==> config.mk <==
export PLATFORM = sky130hd
export DESIGN_NAME = mul_div_unit
export DESIGN_NICKNAME = d
export VERILOG_FILES = /design/src/rtl/mul_div_unit.sv
export SDC_FILE = /design/constraint.sdc
export NUM_CORES = 1
export LEC_CHECK = 0
export BUFFER_PORTS_ARGS = -buffer_cell sky130_fd_sc_hd__buf_2
export CAP_MARGIN = 20
export CORE_UTILIZATION = 30
export DETAILED_ROUTE_END_ITERATION = 6
export PLACE_DENSITY = 0.53
export SYNTH_ARGS = -nofsm -noshare
export SYNTH_HDL_FRONTEND = slang
export SYNTH_SLANG_ARGS = --single-unit
==> constraint.sdc <==
create_clock -name clk -period 3.4 [get_ports clk]
set_input_delay 0.34 -clock clk [delete_from_list [all_inputs] [get_ports clk]]
set_output_delay 0.34 -clock clk [all_outputs]
set_load 0.03 [all_outputs]
==> src/rtl/mul_div_unit.sv <==
// Iterative multiply/divide unit: shift-add multiply and restoring divide, one bit per clock.
// Signed operations run on magnitudes and apply the sign correction in a single FIX cycle.
module mul_div_unit #(
    parameter int WIDTH = 32
) (
    input  logic             clk,
    input  logic             reset,
    input  logic [WIDTH-1:0] in_A,
    input  logic [WIDTH-1:0] in_B,
    input  logic [1:0]       OP,
    input  logic             start,
    output logic             busy,
    output logic             done,
    output logic             div_zero,
    output logic [WIDTH-1:0] out_HI,
    output logic [WIDTH-1:0] out_LO
);

    localparam int CNT_W = $clog2(WIDTH) + 1;

    typedef enum logic [1:0] {
        S_IDLE = 2'd0,
        S_CALC = 2'd1,
        S_FIX  = 2'd2,
        S_DONE = 2'd3
    } state_t;

    state_t                 r_state;
    state_t                 w_next_state;
    logic [CNT_W-1:0]       r_cnt;
    logic [2*WIDTH-1:0]     r_acc;
    logic [WIDTH-1:0]       r_opb;
    logic                   r_is_div;
    logic                   r_neg_res;
    logic                   r_neg_rem;
    logic                   r_busy;
    logic                   r_done;
    logic                   r_div_zero;
    logic [WIDTH-1:0]       r_hi;
    logic [WIDTH-1:0]       r_lo;

    logic                   w_sign_a;
    logic                   w_sign_b;
    logic                   w_b_zero;
    logic [WIDTH:0]         w_mul_sum;
    logic [WIDTH:0]         w_div_shift;
    logic [WIDTH:0]         w_div_diff;
    logic                   w_qbit;
    logic [2*WIDTH-1:0]     w_calc_next;
    logic [2*WIDTH-1:0]     w_prod_fix;
    logic [WIDTH-1:0]       w_fix_hi;
    logic [WIDTH-1:0]       w_fix_lo;

    function automatic logic [WIDTH-1:0] f_neg_w(input logic [WIDTH-1:0] v);
        return ~v + WIDTH'(1);
    endfunction

    function automatic logic [2*WIDTH-1:0] f_neg_2w(input logic [2*WIDTH-1:0] v);
        return ~v + (2*WIDTH)'(1);
    endfunction

    function automatic logic [WIDTH-1:0] f_mag(input logic [WIDTH-1:0] v, input logic neg);
        return neg ? f_neg_w(v) : v;
    endfunction

    assign w_sign_a = OP[0] & in_A[WIDTH-1];
    assign w_sign_b = OP[0] & in_B[WIDTH-1];
    assign w_b_zero = (in_B == {WIDTH{1'b0}});

    // Next-state logic for the IDLE/CALC/FIX/DONE sequencer
    always_comb begin
        w_next_state = r_state;
        case (r_state)
            S_IDLE: begin
                if (start) begin
                    if (OP[1] && w_b_zero) begin
                        w_next_state = S_DONE;
                    end else begin
                        w_next_state = S_CALC;
                    end
                end else begin
                    w_next_state = S_IDLE;
                end
            end
            S_CALC: begin
                if (r_cnt == CNT_W'(WIDTH - 1)) begin
                    w_next_state = S_FIX;
                end else begin
                    w_next_state = S_CALC;
                end
            end
            S_FIX:   w_next_state = S_DONE;
            S_DONE:  w_next_state = S_IDLE;
            default: w_next_state = S_IDLE;
        endcase
    end

    // One iteration step: multiply keeps the multiplier in the low half, divide keeps the quotient there
    always_comb begin
        w_mul_sum   = {1'b0, r_acc[2*WIDTH-1:WIDTH]} + (r_acc[0] ? {1'b0, r_opb} : {(WIDTH+1){1'b0}});
        w_div_shift = r_acc[2*WIDTH-1:WIDTH-1];
        w_div_diff  = w_div_shift - {1'b0, r_opb};
        w_qbit      = ~w_div_diff[WIDTH];
        if (r_is_div) begin
            w_calc_next = {(w_qbit ? w_div_diff[WIDTH-1:0] : w_div_shift[WIDTH-1:0]),
                           r_acc[WIDTH-2:0], w_qbit};
        end else begin
            w_calc_next = {w_mul_sum, r_acc[WIDTH-1:1]};
        end
    end

    // Sign correction applied to the raw magnitude result
    always_comb begin
        w_prod_fix = r_neg_res ? f_neg_2w(r_acc) : r_acc;
        if (r_is_div) begin
            w_fix_lo = r_neg_res ? f_neg_w(r_acc[WIDTH-1:0]) : r_acc[WIDTH-1:0];
            w_fix_hi = r_neg_rem ? f_neg_w(r_acc[2*WIDTH-1:WIDTH]) : r_acc[2*WIDTH-1:WIDTH];
        end else begin
            w_fix_lo = w_prod_fix[WIDTH-1:0];
            w_fix_hi = w_prod_fix[2*WIDTH-1:WIDTH];
        end
    end

    // State register and registered handshake outputs
    always_ff @(posedge clk) begin
        if (reset) begin
            r_state <= S_IDLE;
            r_busy  <= 1'b0;
            r_done  <= 1'b0;
        end else begin
            r_state <= w_next_state;
            r_busy  <= (w_next_state == S_CALC) || (w_next_state == S_FIX);
            r_done  <= (w_next_state == S_DONE);
        end
    end

    // Operand capture, iteration datapath and result registers
    always_ff @(posedge clk) begin
        if (reset) begin
            r_cnt      <= {CNT_W{1'b0}};
            r_acc      <= {(2*WIDTH){1'b0}};
            r_opb      <= {WIDTH{1'b0}};
            r_is_div   <= 1'b0;
            r_neg_res  <= 1'b0;
            r_neg_rem  <= 1'b0;
            r_div_zero <= 1'b0;
            r_hi       <= {WIDTH{1'b0}};
            r_lo       <= {WIDTH{1'b0}};
        end else begin
            case (r_state)
                S_IDLE: begin
                    if (start) begin
                        r_cnt     <= {CNT_W{1'b0}};
                        r_is_div  <= OP[1];
                        r_neg_res <= w_sign_a ^ w_sign_b;
                        r_neg_rem <= w_sign_a;
                        if (OP[1]) begin
                            r_opb <= f_mag(in_B, w_sign_b);
                            r_acc <= {{WIDTH{1'b0}}, f_mag(in_A, w_sign_a)};
                        end else begin
                            r_opb <= f_mag(in_A, w_sign_a);
                            r_acc <= {{WIDTH{1'b0}}, f_mag(in_B, w_sign_b)};
                        end
                        // Divide by zero completes immediately with the fixed result pattern
                        if (OP[1] && w_b_zero) begin
                            r_div_zero <= 1'b1;
                            r_hi       <= in_A;
                            r_lo       <= {WIDTH{1'b1}};
                        end
                    end
                end
                S_CALC: begin
                    r_acc <= w_calc_next;
                    r_cnt <= r_cnt + CNT_W'(1);
                end
                S_FIX: begin
                    r_hi       <= w_fix_hi;
                    r_lo       <= w_fix_lo;
                    r_div_zero <= 1'b0;
                end
                S_DONE: begin
                    r_cnt <= r_cnt;
                end
                default: begin
                    r_cnt <= r_cnt;
                end
            endcase
        end
    end

    assign busy     = r_busy;
    assign done     = r_done;
    assign div_zero = r_div_zero;
    assign out_HI   = r_hi;
    assign out_LO   = r_lo;

endmodule

==> results.toml, run 1 <==
[synth]
syn_nets = 2073
synth_top_cells_by_count = "nor2_1, nand2_1, dfxtp_1"
yosysSeqAreaShare = 0.241
yosys_warnings = 0
synthTopCellsByArea = "dfxtp_1, ha_1, nor2_1, xnor2_1, nand2_1"
yosysMostFrequentCell = "nor2_1"
ys_ff_latch = 174
synth.cell_area_um2 = 14400
ys_async_sr_fraction = 0
synth_top_area_frac = 0.241
netlist-cell-type-count = 74
yosys.area.top_type = "dfxtp_1"
synth_edf_count = 0
synth_cells = 1932
syn_area_per_cell_um2 = 7.48
synth_ff_type = "dfxtp_1"

[cts]
h-tree-depth = 4
hold_buffers = 0
cts_tree = "yes"
clk_latency_ns = 0.47
numCtsBuffers = 17
clkTransAtPathRegs_ns = 0.08
cts-root-buf = "clkbuf_16"
cts_buffer_depth = 2
clock_sinks = 174

[timing]
setup-tns-final_ns = 0
fmax_mhz = 302
setup_viol = 0
rsz0062_at_grt = "true"
tightest_slew_ns = 1.11
hold_violations = 0
period_share = 0.973
final_max_slew_viol_count = 0
max_slew_margin = 0.257
skew_ns = 0.0169
min_period_ns = 3.31

[route]
drt_iter0_drc = 1316
vias = 15400
ant_nets = 0
wirelength_mm = 57.2
routed_via_density = 5.65
post-route-drc-count = 0
drt_pass1_iterations = 5
wl_per_cell_um = 21.0

[global_route]
grt_overflow_total = 0
first_global_vias = 14400
grt_pass1_wl_mm = 85.7
grt_util_all_layers = 0.226
antenna_found_initial = 1
grt_max_degree = 74

[critical_path]
critPathKind = "reg -> reg"
critPathLaunchType = "flip-flop"
slowest_stage = "or4_4"
crit_chain = "or4_4 > or3_4 > or3_4 > nor2_1 > buf_4 > nand2_1 > nand2_1 > xnor2_1 > o21ai_0 > a211oi_1"
cp-end-kind = "flip-flop"
crit_fanout = 8
worstPathArrival_ns = 3.62
cp_top_family = "simple AND/OR/NAND/NOR gates"
max_stage_delay_ns = 0.57
cp_data_required_time_ns = 3.71
path_buf_inv = 1

[floorplanning]
fp.dieW_um = 221
die_y_um = 221
initial_core_util = 0.303
fp.coreArea_um2 = 47600
rows = 80
dieArea_um2 = 49000
ios = 136

[power_and_ir_drop]
swShare = 0.379
pwr-share-comb = 0.341
p_clk_frac = 0.320
cellInternalPower_uw = 4080
powerDensity_nw_per_um2 = 380
power.total_uw = 6570
seqPwrFrac = 0.339
p_switching_uw = 2490
peakVddDrop_mv = 0.253
leakagePower_uw = 0.00719

[worst_hold_path]
hold_class = "in -> reg"

[layout]
insertedDiodeCount = 0
fin_nets = 2233
multi_input_area_um2 = 10300
drive_gt1_frac = 0.175
ff_latch_area_um2 = 3490
layout.cells.non_filler = 2720
utilization = 0.363
final.fill_count = 5077
syn_to_final_growth_pct = 19.7

[placed_design]
hpwl_mm = 44.7
io_buffers = 135
gp_congestion = 0.959
dp.cells = 2675

[status]
outcome = "complete, no violations"

[job]
drv_cap = 0
-- tightest hold or removal path, stage by stage --
cell	delay, ns
buf_2	0.13
nand2_1	0.06
a311oi_1	0.08
-- cell type report --
cell class / instances / area share
multi-input cells: 1552 / 0.598
flip-flops and latches: 174 / 0.202
repair buffers: 279 / 0.106
well taps: 615 / 0.0445
clock inverters: 15 / 0.0111
clock buffers: 17 / 0.0246
inverters: 68 / 0.0150
-- power groups by stage --
stage / sequential, uW / combinational [uW] / clock (uW)
after detailed placement: 2270 / 2120 / 0
after CTS: 2220 / 2160 / 2130
after floorplan: 2250 / 1420 / 0
final: 2230 / 2240 / 2100
after global routing: 2240 / 2420 / 2210
after global placement: 2270 / 2110 / 0
-- metal layers --
| layer | track usage | vias up | share of wire |
|---|---|---|---|
| li1 | - | 7403 | - |
| met1 | 0.304 | 7364 | 0.46 |
| met2 | 0.359 | 518 | 0.44 |
| met3 | 0.0555 | 72 | 0.078 |
| met4 | 0.0600 | 0 | 0.022 |
| met5 | 0 | - | 0 |
-- registers in the layout (all words and copies together), names as in the netlist --
signal     flops
out_HI        32
r_is_div       1
r_opb         32
done           1
r_neg_rem      1
r_cnt          6
r_acc         64
div_zero       1
out_LO        32
r_neg_res      1
busy           1
r_state        2
-- timing repair --
| item | CTS | global route |
|---|---|---|
| setup buffers | 4 | 8 |
| pin swaps | 1 | 7 |
| gates resized for setup | 3 | 29 |
| hold endpoints to repair | 0 | 0 |
| setup endpoints to repair | 18 | 38 |
| gates cloned | 0 | 1 |
-- worst paths after layout --
kind                               start                endpoint  slack, ns  depth (start not counted)
setup / recovery  r_acc[24]$_SDFFE_PP0P_  out_HI[1]$_SDFFE_PP0P_       0.09                         10
hold / removal                   in_A[3]  out_HI[3]$_SDFFE_PP0P_       0.19                          3
setup reg to reg  r_acc[24]$_SDFFE_PP0P_  out_HI[1]$_SDFFE_PP0P_       0.09                         10
hold reg to reg   r_opb[12]$_SDFFE_PP0P_  r_opb[12]$_SDFFE_PP0P_       0.46                          2
-- per-stage QoR --
step | hold slack (ns) | setup WS, ns | area (um^2)
after global placement | 0.444 | -0.0556 | 16400
after global routing | 0.191 | -0.0365 | 17300
after floorplan | 0.432 | 0.136 | 14400
after CTS | 0.172 | 0.0157 | 17100
final | 0.192 | 0.0914 | 17300
after detailed placement | 0.447 | -0.0416 | 16400
-- cells in the final DEF (no fill, tap or decap), drive strengths merged, types with 20 or more instances in the layout --
cell type,instances
xnor2,88
dfxtp,174
a221oi,33
nand3,28
o31ai,34
a311oi,32
o211ai,29
nor2b,24
xor2,75
or3,20
ha,70
nor3,42
inv,75
nand2,205
a211oi,72
o21ai,91
buf,278
nor2,215
mux2i,70
a21o,36
a21oi,143
-- kinds of logic (layout without fill, tap and decap cells) --
logic type,after synthesis,count (layout),synth area share
AO/OA/AOI/OAI,602,602,0.283
XOR/XNOR,163,163,0.0988
adder cells (fa/ha/maj),72,72,0.0634
buffers and inverters,206,379,0.0547
flip-flops,174,174,0.241
multiplexers,77,77,0.0540
AND/OR/NAND/NOR,638,638,0.205
Power figures use the tool's default switching activity.
==> run 2: changes to the inputs <==
- SETUP_SLACK_MARGIN: not set -> 0.15
==> run 2 against run 1 <==
Flip-flop and latch count did not move. Largest cell class unchanged. Critical path type unchanged. Clock skew about the same. Worst hold slack improved by 0.0052 ns.
==> results.toml, run 2 (synthesis gave the netlist of run 1 again) <==
[worst_hold_path]
min_from = "in_A[3]"
hold_class = "in -> reg"

[power_and_ir_drop]
peakVddDrop_mv = 0.346
power.total_uw = 6670
powerDensity_nw_per_um2 = 378
leakagePower_uw = 0.00735

[cts]
hold_buffers = 0
clk_latency_ns = 0.46
cts_buffer_depth = 2
numCtsBuffers = 17
cts-root-buf = "clkbuf_16"
h-tree-depth = 4
cts_tree = "yes"
clock_sinks = 174
clkTransAtPathRegs_ns = 0.08

[global_route]
grt_pass1_wl_mm = 90.9
grt_overflow_total = 0
grt_util_all_layers = 0.241
grt_max_degree = 86
antenna_found_initial = 0
first_global_vias = 14800

[floorplanning]
dieArea_um2 = 49000
fp.coreArea_um2 = 47600
fp.dieW_um = 221
die_y_um = 221
rows = 80
initial_core_util = 0.303
ios = 136

[route]
routed_via_density = 5.68
wl_per_cell_um = 22.1
vias = 15600
post-route-drc-count = 0
drt_iter0_drc = 1472
wirelength_mm = 60.8
drt_pass1_iterations = 5
ant_nets = 0

[critical_path]
crit_chain = "inv_1 > ha_2 > fa_2 > nor2b_4 > o211ai_1 > a2111o_1 > a21oi_2 > nor2b_1 > o211ai_1 > buf_4 > buf_6 > mux2_2 > a22oi_1 > o21ai_0"
slowest_stage = "a2111o_1"
critPathLaunchType = "flip-flop"
cp_top_family = "compound AO/OA/AOI/OAI gates"
rr_startpoint = "r_acc[31]$_SDFFE_PP0P_"
cp_data_required_time_ns = 3.75
worst_path_most_repeated_cell = "o211ai_1"
critical_path.startpoint = "r_acc[31]$_SDFFE_PP0P_"
cp-end-kind = "flip-flop"
worstPathArrival_ns = 3.58
max_stage_delay_ns = 0.50
critPathKind = "reg -> reg"
path_buf_inv = 3
crit_fanout = 5

[timing]
max_slew_margin = 0.374
final_max_slew_viol_count = 0
hold_slack_ns = 0.197
min_period_ns = 3.23
setup_viol = 0
setup-tns-final_ns = 0
hold_violations = 0
fmax_mhz = 309
tightest_slew_ns = 0.939
skew_ns = 0.0165
period_share = 0.951
setup_ws_ns = 0.166
rsz0062_at_grt = "true"

[placed_design]
gp_congestion = 0.952
io_buffers = 135
place_ws_ns = 0.00260
hpwl_mm = 47.3

[layout]
final.fill_count = 5116
fin_nets = 2264
largest_reg_flops = 64
syn_to_final_growth_pct = 22.3
final_cell_mix = "nor2_1, nand2_1, dfxtp_1, buf_4, buf_2"
top_register = "r_acc"
insertedDiodeCount = 0
final_common_cell = "nor2_1"
drive_gt1_frac = 0.199

[job]
drv_cap = 0

[status]
outcome = "complete, no violations"
run 2: cell types whose count changed in the layout (fill, tap and decap cells not counted), sizes merged:
cell    before  now
buf        278  309
inv         75   78
bufinv       1    0
clkinv       5    3
run 2: metrics by stage:
step | instance area (um^2) | utilization | std cells
finish | 17700 | 0.371 | 2751
global placement | 16700 | 0.350 | 2711
CTS | 17300 | 0.363 | 2744
global route | 17700 | 0.371 | 2751
detailed placement | 16700 | 0.350 | 2711
floorplan | 14500 | - | 1932
run 2: final timing paths:
kind              slack, ns  cells after the start                     end
setup / recovery       0.17                     14  r_acc[60]$_SDFFE_PP0P_
setup reg to reg       0.17                     14  r_acc[60]$_SDFFE_PP0P_
hold / removal         0.20                      3  out_HI[3]$_SDFFE_PP0P_
hold reg to reg        0.46                      2  r_opb[21]$_SDFFE_PP0P_
run 2: cell type report:
class,count,area (um^2),share of cell area
clock inverters,15,164,0.00928
flip-flops and latches,174,3500,0.198
inverters,68,260,0.0147
clock buffers,17,425,0.0241
multi-input cells,1552,10500,0.592
well taps,615,769,0.0436
repair buffers,310,2080,0.118
run 2: what timing repair did:
action                     in CTS  in global routing
setup endpoints to repair      32                 38
hold endpoints to repair        0                  0
pin swaps                       2                 18
gates resized for setup         9                 65
setup buffers                   1                  5
cloned                          0                  2
run 2: where the power goes:
group          leakage (uW)  switching, uW  internal (uW)
logic               0.00564           1420            970
clock network      0.000283           1050            993
registers           0.00142            105           2130
run 2: metal layers:
layer	GRT usage	wire length [um]	vias to the layer above
met5	0	0	-
met4	0.0710	1610	0
met3	0.0352	3600	74
met2	0.389	27500	552
met1	0.332	28100	7539
li1	-	-	7452
run 2: worst register-to-register path: cells and delay by family, from the launching register on:
| family | cells | cell delay, ns |
|---|---|---|
| compound gates | 6 | 1.31 |
| fa+ha+maj | 2 | 0.61 |
| buf+inv | 3 | 0.36 |
| flops | 1 | 0.33 |
| mux | 1 | 0.32 |
| simple gates | 2 | 0.19 |
==> run 3: changes to the inputs <==
- CORE_UTILIZATION: 30 -> 40
- PLACE_DENSITY: 0.53 -> 0.69
==> run 3 against run 2 <==
Combinational power down 4%. Worst hold slack got worse by 0.0063 ns. Worst setup slack gained 0.049 ns. Sequential share of layout area up 0.73 points. Power down 1.7%. Routed wire length shrank 12%. Cell count down 7.5%. Clock power hardly changed. Via count shrank 0.68%. Core utilization increased by 11 points. Die area fell by 25%. Critical path depth decreased by 1. Largest cell class unchanged. Highest routed layer unchanged.
==> results.toml, run 3 (synthesis gave the netlist of run 1 again) <==
[global_route]
grt_busiest_layer = "met2"
first_global_vias = 14100
grt_overflow_total = 0
grt_max_degree = 74
grt_pass1_wl_mm = 80.7
met1_usage = 0.389
grt_util_all_layers = 0.284
antenna_found_initial = 1
globalRouteMet2Util = 0.456
use_met3 = 0.0386

[placed_design]
dpl_cell_area_um2 = 16000
hpwl_mm = 41.1
gp_congestion = 0.999
dp.cells = 2498
io_buffers = 135
place_ws_ns = -0.0327

[route]
vias = 15500
wirelength_mm = 53.6
ant_nets = 0
wl_per_cell_um = 21.0
post-route-drc-count = 0
routed_via_density = 6.09
drt_pass1_iterations = 5
drt_iter0_drc = 1464

[cts]
cts_buffer_depth = 2
cts-root-buf = "clkbuf_16"
numCtsBuffers = 17
hold_buffers = 0
clkTransAtPathRegs_ns = 0.08
cts_tree = "yes"
clock_sinks = 174
clk_latency_ns = 0.45
h-tree-depth = 4

[layout]
largest_reg_flops = 64
layout.cells.non_filler = 2546
syn_to_final_growth_pct = 17.6
fin_nets = 2213
design_area_um2 = 17000
top_register = "r_acc"
final_common_cell = "nor2_1"
final_cell_mix = "nor2_1, nand2_1, dfxtp_1"
insertedDiodeCount = 0
drive_gt1_frac = 0.173

[timing]
tightest_slew_ns = 0.962
rsz0062_at_grt = "true"
final_max_slew_viol_count = 0
max_slew_margin = 0.356
period_share = 0.937
skew_ns = 0.00872
setup_viol = 0
hold_violations = 0
min_period_ns = 3.19
fmax_mhz = 314
setup_ws_ns = 0.215

[critical_path]
slowest_stage = "dfxtp_1"
worstPathArrival_ns = 3.54
crit_fanout = 9
crit_chain = "ha_1 > nand4_1 > a2111o_1 > a21oi_2 > buf_4 > nand4b_1 > o211ai_1 > buf_4 > buf_12 > buf_8 > nand2_2 > o211ai_1 > a211oi_1"
critPathKind = "reg -> reg"
cp-end-kind = "flip-flop"
critPathLaunchType = "flip-flop"
cp_top_family = "compound AO/OA/AOI/OAI gates"
cp_data_required_time_ns = 3.76
path_buf_inv = 4
max_stage_delay_ns = 0.57

[power_and_ir_drop]
leakagePower_uw = 0.00708
powerDensity_nw_per_um2 = 386
peakVddDrop_mv = 0.357

[floorplanning]
initial_core_util = 0.406
fp.coreArea_um2 = 35600
ios = 136
rows = 69
dieArea_um2 = 36900
fp.dieW_um = 192
die_y_um = 192

[worst_hold_path]
hold_class = "in -> reg"

[job]
drv_cap = 0

[status]
outcome = "complete, no violations"
==> run 3: worst paths after layout <==
kind	start	endpoint	slack, ns	cells after the start
setup / recovery	r_acc[42]$_SDFFE_PP0P_	r_acc[33]$_SDFFE_PP0P_	0.21	13
hold / removal	in_A[23]	out_HI[23]$_SDFFE_PP0P_	0.19	3
setup reg to reg	r_acc[42]$_SDFFE_PP0P_	r_acc[33]$_SDFFE_PP0P_	0.21	13
hold reg to reg	r_opb[9]$_SDFFE_PP0P_	r_opb[9]$_SDFFE_PP0P_	0.46	2
==> run 3: repair_timing <==
action	4_1_cts	5_1_grt
endpoints found under the setup margin	30	41
setup buffers	3	11
resized for setup	6	53
pin swaps	3	18
gates cloned	0	2
==> run 3: cell type report <==
cell class | instances | area (um^2)
multi-input combinational | 1552 | 10400
clock inverter | 13 | 129
inverter | 68 | 258
clock buffer | 19 | 443
tap | 461 | 577
timing repair buffer | 259 | 1710
sequential | 174 | 3490
fill | 3625 | 18600
==> run 3: routing by layer <==
metal | vias up | part of all wire
met2 | 684 | 0.45
met4 | 0 | 0.032
li1 | 7356 | -
met5 | - | 0
met3 | 95 | 0.076
met1 | 7376 | 0.44
==> run 3: tightest hold or removal path, cell delays in order <==
cell      delay (ns)
buf_2           0.12
nand2_1         0.06
a311oi_1        0.07
==> run 3: per-stage QoR <==
stage	power (uW)	utilization	hold WS [ns]	TNS, ns
floorplan	3670	-	0.432	0
finish	6560	0.478	0.191	0
global route	6810	0.478	0.202	0
global placement	4330	0.451	0.443	-0.0209
CTS	6370	0.469	0.185	0
detailed placement	4360	0.451	0.445	-0.0444
==> run 3: report_power, final <==
part	switching [uW]	internal (uW)
Clock	970	1050
Combinational	1360	945
Sequential	109	2130
Total	2440	4120
